**src/rtl/lsu_ctrl_pkg.sv**
```systemverilog
// Shared op codes, FSM state type and timeout default for the load/store unit.
// Latency: n/a (declarations and a pure combinational helper only).
// Backpressure: n/a.
package lsu_ctrl_pkg;

    localparam int TIMEOUT_DEFAULT = 255;

    // Load op codes
    localparam logic [2:0] LB  = 3'b000;
    localparam logic [2:0] LH  = 3'b001;
    localparam logic [2:0] LW  = 3'b010;
    localparam logic [2:0] LBU = 3'b100;
    localparam logic [2:0] LHU = 3'b101;

    // Store op codes
    localparam logic [2:0] SB  = 3'b000;
    localparam logic [2:0] SH  = 3'b001;
    localparam logic [2:0] SW  = 3'b010;

    localparam logic [2:0] OP_NONE = 3'b111;

    typedef enum logic [1:0] {
        ST_IDLE = 2'd0,
        ST_REQ  = 2'd1,
        ST_WAIT = 2'd2,
        ST_RESP = 2'd3
    } state_t;

    // Flags an op that cannot be sent to memory: misaligned for its size,
    // an unsigned variant used as a store, or an unassigned code.
    function automatic logic op_bad(input logic [2:0] op, input logic [1:0] lsb,
                                    input logic is_st);
        logic bad;
        bad = 1'b0;
        case (op)
            LB:      bad = 1'b0;
            LH:      bad = lsb[0];
            LW:      bad = |lsb;
            LBU:     bad = is_st;
            LHU:     bad = is_st | lsb[0];
            default: bad = 1'b1;
        endcase
        return bad;
    endfunction

endpackage

```
**src/rtl/lsu_load_align.sv**
```systemverilog
// Selects the addressed byte/half/word of a load response and sign/zero extends it.
// Latency: purely combinational.
// Backpressure: none (no handshake).
module lsu_load_align
    import lsu_ctrl_pkg::*;
(
    input  logic [31:0] rdata,
    input  logic [1:0]  addr_lsb,
    input  logic [2:0]  op,
    output logic [31:0] result
);

    logic [7:0]  byte_sel;
    logic [15:0] half_sel;

    // Lane select followed by extension chosen by the load op
    always_comb begin
        byte_sel = rdata[{addr_lsb, 3'b000} +: 8];
        half_sel = rdata[{addr_lsb[1], 4'b0000} +: 16];
        case (op)
            LB:      result = {{24{byte_sel[7]}}, byte_sel};
            LBU:     result = {24'd0, byte_sel};
            LH:      result = {{16{half_sel[15]}}, half_sel};
            LHU:     result = {16'd0, half_sel};
            LW:      result = rdata;
            default: result = 32'd0;
        endcase
    end

endmodule

```
**src/rtl/lsu_ctrl.sv**
```systemverilog
// Single-outstanding load/store controller between execute, memory and writeback.
// Latency: 3 cycles accept-to-result with immediate grant/response; 1 cycle for rejected or no-op requests.
// Backpressure: in_ready only in IDLE; result held in RESP until out_ready; mem command held until mem_gnt or timeout.
module lsu_ctrl
    import lsu_ctrl_pkg::*;
#(
    parameter int TIMEOUT = TIMEOUT_DEFAULT
) (
    input  logic        clk,
    input  logic        rst,
    input  logic        in_valid,
    output logic        in_ready,
    input  logic [31:0] addr,
    input  logic [31:0] wdata,
    input  logic [2:0]  is_load,
    input  logic [2:0]  is_store,
    output logic        mem_req,
    input  logic        mem_gnt,
    output logic        mem_we,
    output logic [31:0] mem_addr,
    output logic [31:0] mem_wdata,
    output logic [3:0]  mem_wmask,
    input  logic        mem_rvalid,
    input  logic [31:0] mem_rdata,
    output logic        out_valid,
    input  logic        out_ready,
    output logic [31:0] out_rdata,
    output logic        out_err
);

    localparam int CW = $clog2(TIMEOUT + 1);
    // Count value seen in the last allowed REQ/WAIT cycle
    localparam logic [CW-1:0] CNT_LIMIT = CW'(TIMEOUT - 1);

    state_t        state;
    logic [31:0]   addr_q;
    logic [31:0]   wdata_q;
    logic [2:0]    ld_q;
    logic [2:0]    st_q;
    logic [CW-1:0] cnt;
    logic [31:0]   rdata_q;
    logic          err_q;

    logic          in_fast;
    logic          in_fast_err;
    logic [31:0]   load_res;

    lsu_load_align u_load_align (
        .rdata    (mem_rdata),
        .addr_lsb (addr_q[1:0]),
        .op       (ld_q),
        .result   (load_res)
    );

    // Classify the incoming request: anything that never reaches memory answers in one cycle
    always_comb begin
        in_fast     = 1'b1;
        in_fast_err = 1'b1;
        if (is_load == OP_NONE && is_store == OP_NONE) begin
            in_fast_err = 1'b0;
        end else if (is_load != OP_NONE && is_store != OP_NONE) begin
            in_fast_err = 1'b1;
        end else if (is_load != OP_NONE) begin
            in_fast = op_bad(is_load, addr[1:0], 1'b0);
        end else begin
            in_fast = op_bad(is_store, addr[1:0], 1'b1);
        end
    end

    // Transaction FSM with capture, timeout count and result registers
    always_ff @(posedge clk or negedge rst) begin
        if (!rst) begin
            state   <= ST_IDLE;
            addr_q  <= 32'd0;
            wdata_q <= 32'd0;
            ld_q    <= OP_NONE;
            st_q    <= OP_NONE;
            cnt     <= '0;
            rdata_q <= 32'd0;
            err_q   <= 1'b0;
        end else begin
            case (state)
                ST_IDLE: begin
                    if (in_valid) begin
                        addr_q  <= addr;
                        wdata_q <= wdata;
                        ld_q    <= is_load;
                        st_q    <= is_store;
                        if (in_fast) begin
                            state   <= ST_RESP;
                            err_q   <= in_fast_err;
                            rdata_q <= 32'd0;
                        end else begin
                            state <= ST_REQ;
                            cnt   <= '0;
                        end
                    end
                end
                ST_REQ: begin
                    // A grant in the final allowed cycle still wins over the abort
                    if (mem_gnt) begin
                        state <= ST_WAIT;
                        cnt   <= cnt + 1'b1;
                    end else if (cnt >= CNT_LIMIT) begin
                        state   <= ST_RESP;
                        err_q   <= 1'b1;
                        rdata_q <= 32'd0;
                    end else begin
                        cnt <= cnt + 1'b1;
                    end
                end
                ST_WAIT: begin
                    if (mem_rvalid) begin
                        state   <= ST_RESP;
                        err_q   <= 1'b0;
                        rdata_q <= (st_q != OP_NONE) ? 32'd0 : load_res;
                    end else if (cnt >= CNT_LIMIT) begin
                        state   <= ST_RESP;
                        err_q   <= 1'b1;
                        rdata_q <= 32'd0;
                    end else begin
                        cnt <= cnt + 1'b1;
                    end
                end
                ST_RESP: begin
                    if (out_ready) begin
                        state <= ST_IDLE;
                    end
                end
                default: state <= ST_IDLE;
            endcase
        end
    end

    assign in_ready  = (state == ST_IDLE);
    assign mem_req   = (state == ST_REQ);
    assign out_valid = (state == ST_RESP);
    assign out_rdata = rdata_q;
    assign out_err   = err_q;

    // Memory command, driven only while requesting so it is quiet otherwise
    always_comb begin
        mem_we    = 1'b0;
        mem_addr  = 32'd0;
        mem_wdata = 32'd0;
        mem_wmask = 4'b0000;
        if (state == ST_REQ) begin
            mem_addr = {addr_q[31:2], 2'b00};
            if (st_q != OP_NONE) begin
                mem_we = 1'b1;
                case (st_q)
                    SB: begin
                        mem_wmask = 4'b0001 << addr_q[1:0];
                        mem_wdata = {4{wdata_q[7:0]}};
                    end
                    SH: begin
                        mem_wmask = 4'b0011 << addr_q[1:0];
                        mem_wdata = {2{wdata_q[15:0]}};
                    end
                    SW: begin
                        mem_wmask = 4'b1111;
                        mem_wdata = wdata_q;
                    end
                    default: begin
                        mem_wmask = 4'b0000;
                        mem_wdata = 32'd0;
                    end
                endcase
            end
        end
    end

endmodule

```
**config.mk**
```make
export PLATFORM = sky130hd
export DESIGN_NAME = lsu_ctrl
export DESIGN_NICKNAME = d
export VERILOG_FILES = /design/src/rtl/lsu_ctrl_pkg.sv /design/src/rtl/lsu_load_align.sv /design/src/rtl/lsu_ctrl.sv
export SDC_FILE = /design/constraint.sdc
export NUM_CORES = 1
export LEC_CHECK = 0
export ABC_AREA = 0
export CORE_MARGIN = 3
export CORE_UTILIZATION = 46
export CTS_CLUSTER_SIZE = 25
export DETAILED_ROUTE_END_ITERATION = 16
export HOLD_SLACK_MARGIN = 0.15
export PLACE_DENSITY_LB_ADDON = 0.2
export RECOVER_POWER = 50
export SLEW_MARGIN = 15
export SYNTH_ARGS = -nofsm -noshare
export SYNTH_HDL_FRONTEND = slang
export SYNTH_HIERARCHICAL = 1
export SYNTH_SLANG_ARGS = --single-unit
```
**constraint.sdc**
```tcl
create_clock -name clk -period 3 [get_ports clk]
set_input_delay 0.75 -clock clk [delete_from_list [all_inputs] [get_ports clk]]
set_output_delay 0.75 -clock clk [all_outputs]
set_load 0.005 [all_outputs]
```
==> results of run 1 <==
## per-layer routing
layer	global-route usage, %	wire length (um)	part of all wire (%)
met1	32.1	7710	40
met2	43.2	9570	50
met3	7.74	1540	8.0
met4	9.52	412	2.1
met5	0	0	0
## logic make-up after synthesis
| logic type | share of synthesized area (%) |
|---|---|
| AOI/OAI and AO/OA | 19.0 |
| and+or+nand+nor | 13.4 |
| DFF | 45.3 |
| muxes | 16.4 |
| buffers and inverters | 4.48 |
| adders and majority gates | 1.20 |
| other | 0.0599 |
| xor gates and xnor gates | 0.140 |
## state kept, by name, indices dropped and copies added (netlist names)
name,flops
addr_q,32
out_rdata,32
wdata_q,32
cnt,8
ld_q,3
st_q,3
state,2
out_err,1
## cell usage in the layout (no fill, tap or decap), types with 5 or more instances in the layout
cell | synthesis | layout
a21oi_1 | 41 | 37
a22o_1 | 28 | 28
a22oi_1 | 21 | 21
and2_1 | 38 | 38
buf_4 | 3 | 16
buf_6 | 7 | 6
bufinv_16 | 0 | 5
clkbuf_16 | 0 | 17
clkdlybuf4s50_1 | 0 | 170
dfrtp_1 | 107 | 107
dfstp_2 | 6 | 5
dlygate4sd3_1 | 0 | 31
dlymetal6s2s_1 | 0 | 8
ha_1 | 6 | 5
mux2_2 | 87 | 87
nand2_1 | 38 | 38
nand3_1 | 23 | 23
nor2_1 | 20 | 19
nor2b_1 | 11 | 11
nor3b_1 | 6 | 6
o211ai_1 | 17 | 17
o21a_1 | 5 | 5
o21ai_0 | 22 | 23
o21ai_1 | 5 | 5
## per-stage QoR
stage | utilization [%] | setup TNS [ns] | hold slack, ns
final | 71.3 | 0 | 0.492
after floorplan | - | 0 | 0.454
after CTS | 70.9 | 0 | 0.264
after global routing | 71.3 | -0.0999 | 0.513
after detailed placement | 65.4 | 0 | 0.485
after global placement | 65.4 | 0 | 0.478
## layout make-up
class | instances | area share, %
Tap cell | 172 | 2.32
Clock buffer | 23 | 5.27
Multi-Input combinational cell | 427 | 34.4
Clock inverter | 9 | 1.91
Inverter | 7 | 0.324
Timing Repair Buffer | 235 | 25.1
Sequential cell | 113 | 30.7
## cell usage after synthesis (14+ instances only)
master    instances  area, um^2
a21oi_1          41         205
a22o_1           28         245
a22oi_1          21         158
and2_1           38         238
clkbuf_1         14        52.6
dfrtp_1         107        2680
mux2_2           87         980
nand2_1          38         143
nand3_1          23         115
nor2_1           20        75.1
o211ai_1         17         128
o21ai_0          22         110
## worst paths after layout
path,start,to,cells past startpoint
max in group asynchronous,rst,addr_q[8],2
setup / recovery,state[1],mem_wdata[25],6
hold reg to reg,out_rdata[4],out_rdata[4],1
min in group asynchronous,rst,out_rdata[21],1
hold / removal,out_rdata[4],out_rdata[4],1
setup reg to reg,state[0],wdata_q[9],5
## worst max-delay path, delay by kind of cell, from the launching register on
| family | cells | cell delay, ns |
|---|---|---|
| buf+inv | 3 | 0.88 |
| flops | 1 | 0.41 |
| compound gates | 1 | 0.20 |
| fa+ha+maj | 1 | 0.15 |
| simple gates | 1 | 0.12 |
## power by group
| group | switching (mW) | internal (mW) | total [mW] |
|---|---|---|---|
| clock | 0.699 | 1.56 | 2.26 |
| combinational | 2.01 | 2.09 | 4.09 |
| sequential | 0.488 | 2.10 | 2.59 |
## repair_timing
item | 4_1_cts | 5_1_grt
cloned | 1 | 1
hold buffers | 0 | 0
buffers inserted | 1 | 4
pin swaps | 0 | 2
setup endpoints to repair | 16 | 29
gates resized for setup | 9 | 20
==> reports/metrics.yaml, run 1 <==
global_route:
  grtUsageTotal_pct: 26.0
  overflow: 0
  grt_max_degree: 60
  grt_pass1_vias: 5830
  grt_pass1_wl_um: 30200
  antenna_found_initial: 0
cells_and_area:
  multiInputGateArea_um2: 3190
  instances_no_fill: 986
  drive_gt1_share_pct: 20.4
  nNetsFinal: 915
  area_growth_syn_to_layout_pct: 48.0
  regArea_um2: 2840
  num-fill-cells: 983
  final_cell_area_um2: 9260
  diodes: 0
setup_path:
  worst_path_largest_cell_delay_ns: 0.54
  rrSetupSlack_ns: 0.37
  critPathKind: "flop to output port"
  cp-end-kind: "output port"
  cp.required_ns: 2.25
  crit_slowest_cell: "clkdlybuf4s50_1"
  setup.worst_path.start_class: "flop"
  worstPathArrival_ns: 2.19
  worstPathCellList: "inv_2 -> ha_4 -> nand2b_1 -> buf_4 -> a21oi_1 -> clkdlybuf4s50_1"
  crit_fanout: 26
die:
  initial_core_util_pct: 48.2
  rows: 41
  core_um2: 13000
  dieArea_um2: 15000
  die_h_um: 123
  pin_count: 213
  fp.dieW_um: 123
cts:
  cts_max_level: 4
  root_buffer: "clkbuf_16"
  cts_tree: "done"
  clk_path_buf_depth: 2
  cts-buffers-inserted: 17
  clock_sinks: 113
  cts.clk_slew.worst_paths_ns: 0.05
  insertion_delay_ns: 0.42
detailed_routing:
  wl_um: 19200
  drc: 0
  ant_nets: 0
  vias: 5622
  vias_per_cell: 5.70
  dr.pass1.iters: 6
  wl_per_cell_um: 19.5
  dr.first_iter.drc_count: 536
min_path:
  hp-class: "flop to flop"
logic_synthesis:
  synth_enable_flop_cells: 0
  synth_cell_type_count: 61
  yosys_warnings: 6
  netlist_instances: 590
  async_reset_ff_share_pct: 100
  synth.yosys.seq_area_share_pct: 45.3
  netlist_area_um2: 6260
  synth-seq-cells: 113
  synth.avg_cell_area_um2: 10.6
  synth_ff_type: "dfrtp_1"
outcome:
  violations: "max-capacitance violations, max-slew violations"
  status: "finished with violations"
placement:
  dp_hpwl_um: 13400
  routabilityCongestion: 0.883
  postPlaceCellArea_um2: 8490
  numPortBuffers: 210
  dp_slack_ns: 0.251
  dpl.cell_count: 947
timing:
  slew_headroom_pct: -3.35
  timing.fmax_mhz: 340
  worst_pin_slew_ns: 1.55
  period_share_pct: 98.1
  skew_ns: 0.0117
  setup_viol: 0
  rsz0062_at_grt: "true"
  min_period_ns: 2.94
  fin_ws_ns: 0.0562
  slew_viol_final: 32
  hold_violations: 0
power:
  cellPowerDensity_nw_per_um2: 966
  finalPower_mw: 8.94
  p_leak_nw: 3.99
  max-vdd-ir-drop_mv: 0.511
run:
  maxCapViolCount: 1
(Power assumes the default switching activity.)
==> run 2: changes to the inputs <==
Settings changed: SLEW_MARGIN 15 to 20.
==> results of run 2 <==
No change in the layout: final DEF, timing and power equal those of run 1.
==> run 3: changes to the inputs <==
Settings changed: CAP_MARGIN from default to 40, MAX_ROUTING_LAYER from default to met4, REMOVE_ABC_BUFFERS from default to 1.
==> run 3 against run 2 <==
- the run now ends clean
- die area unchanged
- cell count up 0.91%
- hold slack better by 0.0024 ns
- global-route usage up 0.33 points
- total power up 2.5%
- cell area up 1.5%
- first-iteration DRC count up 13%
- worst setup slack worse by 0.012 ns
- maximum frequency down 0.39%
- non-clock buffer count up 9
- clock skew down 0.0054 ns
- highest routed layer unchanged
==> reports/metrics.yaml, run 3 (synthesis results as in run 1) <==
cts:
  root_buffer: "clkbuf_16"
  clk_path_buf_depth: 2  # unchanged
  cts_tree: "done"
  cts.clk_slew.worst_paths_ns: 0.05  # about the same
  cts-buffers-inserted: 17  # unchanged
  cts_max_level: 4  # unchanged
  cts_hold_buffers: 0  # unchanged
  insertion_delay_ns: 0.42  # about the same
  clock_sinks: 113  # unchanged
detailed_routing:
  ant_nets: 0  # unchanged
  drc: 0  # unchanged
  vias: 5712  # +1.6%
  wl_per_cell_um: 19.1  # -2.1%
  dr.first_iter.drc_count: 607  # +13%
  wl_um: 19000  # -1.2%
  vias_per_cell: 5.74  # +0.68%
  dr.pass1.iters: 5  # -1
cells_and_area:
  mostFrequentLayoutCells: "clkdlybuf4s50_1 (170), dfrtp_1 (106), mux2_2 (87), a21oi_1 (39)"
  diodes: 0  # unchanged
  nNetsFinal: 924  # +0.98%
  area_growth_syn_to_layout_pct: 50.2
  final_cell_area_um2: 9400  # +1.5%
  drive_gt1_share_pct: 21.5  # +1.1 points
  final_common_cell: "clkdlybuf4s50_1"
die:
  fp.dieW_um: 123  # unchanged
  core_um2: 13000  # unchanged
  die_h_um: 123  # unchanged
  dieArea_um2: 15000  # unchanged
  rows: 41  # unchanged
  pin_count: 213  # unchanged
  initial_core_util_pct: 48.2  # unchanged
timing:
  skew_ns: 0.00632  # -0.00537 ns
  fin_ws_ns: 0.0446  # -0.0116 ns
  slew_viol_final: 0  # -100%
  hold_violations: 0  # unchanged
  slew_headroom_pct: 8.13  # +11 points
  setup_tns_ns: 0  # unchanged
  timing.fmax_mhz: 338  # -0.39%
  min_period_ns: 2.96  # +0.0116 ns
  rsz0062_at_grt: "false"
  worst_pin_slew_ns: 1.38  # -0.172 ns
  period_share_pct: 98.5  # +0.39 points
  setup_viol: 0  # unchanged
power:
  pwr-share-seq_pct: 28.0  # -1.0 points
  switching_share_pct: 35.2  # -0.51 points
  internal_power_mw: 5.94  # +3.3%
  cellPowerDensity_nw_per_um2: 975  # +0.98%
  combPwrFrac_pct: 46.0  # +0.2 points
  p_clk_share_pct: 26.0  # +0.7 points
  p_leak_nw: 4.10  # +2.7%
  netSwitchingPower_mw: 3.23  # +1.0%
  max-vdd-ir-drop_mv: 0.608  # +19%
setup_path:
  worst_path_largest_cell_delay_ns: 0.70  # +0.16 ns
  crit_fanout: 9  # -65%
  worstPathArrival_ns: 2.21  # +0.02 ns
  critPathKind: "flop to output port"
  setup.worst_path.start_class: "flop"
  cp-end-kind: "output port"
  cp.required_ns: 2.25  # about the same
  worstPathCellList: "buf_4 -> mux2_2 -> nand2_1 -> a21oi_1 -> clkdlybuf4s50_1"
  crit_slowest_cell: "dfstp_4"
placement:
  dp_hpwl_um: 13200  # -1.6%
  dp_slack_ns: 0.114  # -0.137 ns
  postPlaceCellArea_um2: 8540  # +0.62%
  routabilityCongestion: 0.886  # +0.39%
  numPortBuffers: 210  # unchanged
global_route:
  grtUsageTotal_pct: 26.3  # +0.33 points
  antenna_found_initial: 0  # unchanged
  overflow: 0  # unchanged
  grt_pass1_vias: 5704  # -2.2%
  grt_pass1_wl_um: 29800  # -1.3%
  grt_max_degree: 63  # +5.0%
run:
  maxCapViolCount: 0  # -1
min_path:
  hp-class: "flop to flop"
outcome:
  status: "finished, final reports clean"
## run 3: cell count changes in the layout (fill, tap and decap cells not counted), sizes merged
cell          delta
buf              +8
bufinv           +2
dlygate4sd3      -4
clkbuf           -4
clkinvlp         +4
dlygate4sd2      +1
dlymetal6s2s     +3
clkinv           -3
inv              +2
## run 3: final timing paths
| check | start | end | slack, ns | depth (start not counted) |
|---|---|---|---|---|
| max in group asynchronous | rst | wdata_q[25] | 0.52 | 2 |
| min reg2reg | out_rdata[17] | out_rdata[17] | 0.49 | 1 |
| min | out_rdata[17] | out_rdata[17] | 0.49 | 1 |
| max | st_q[0] | mem_wdata[24] | 0.04 | 5 |
| min in group asynchronous | rst | out_rdata[24] | 0.53 | 1 |
| max reg2reg | state[1] | wdata_q[9] | 0.40 | 6 |
## run 3: repair_timing
item / in CTS / in global routing
pin swaps: 1 / 0
endpoints found under the setup margin: 37 / 29
resized for setup: 15 / 16
hold endpoints to repair: 0 / 0
gates cloned: 2 / 1
setup buffers: 5 / 3
## run 3: per-layer routing
layer | up-vias | global-route usage (%) | routed length, um
li1 | 2619 | - | -
met1 | 2794 | 33.4 | 7890
met2 | 285 | 41.1 | 9210
met3 | 14 | 8.16 | 1720
met4 | 0 | 7.35 | 190
met5 | - | - | 0
## run 3: power groups by stage
stage / registers [mW] / logic, mW / clock network (mW)
floorplan: 2.45 / 2.40 / 0
global route: 2.65 / 4.56 / 2.48
finish: 2.57 / 4.21 / 2.38
detailed placement: 2.59 / 3.93 / 0
CTS: 2.56 / 4.18 / 2.41
global placement: 2.55 / 3.81 / 0
## run 3: through the flow
stage	power [mW]	std cells	hold slack (ns)	util, %
detailed placement	6.52	952	0.486	65.8
floorplan	4.85	547	0.454	-
CTS	9.15	991	0.209	72.2
global placement	6.35	950	0.477	65.7
global route	9.69	995	0.505	72.4
finish	9.17	995	0.494	72.4
## run 3: cell type report
type | count | area (um^2)
flip-flops and latches | 113 | 2840
repair buffers | 244 | 2440
clock inverters | 14 | 260
multi-input cells | 427 | 3180
well taps | 172 | 215
inverters | 7 | 26.3
clock buffers | 18 | 439
fillers | 891 | 3580
## run 3: critical path, delay by kind of cell (launching register included)
family / cells / cell delay [ns]
compound gates: 1 / 0.06
buf+inv: 2 / 0.63
flops: 1 / 0.70
mux: 1 / 0.32
simple gates: 1 / 0.08
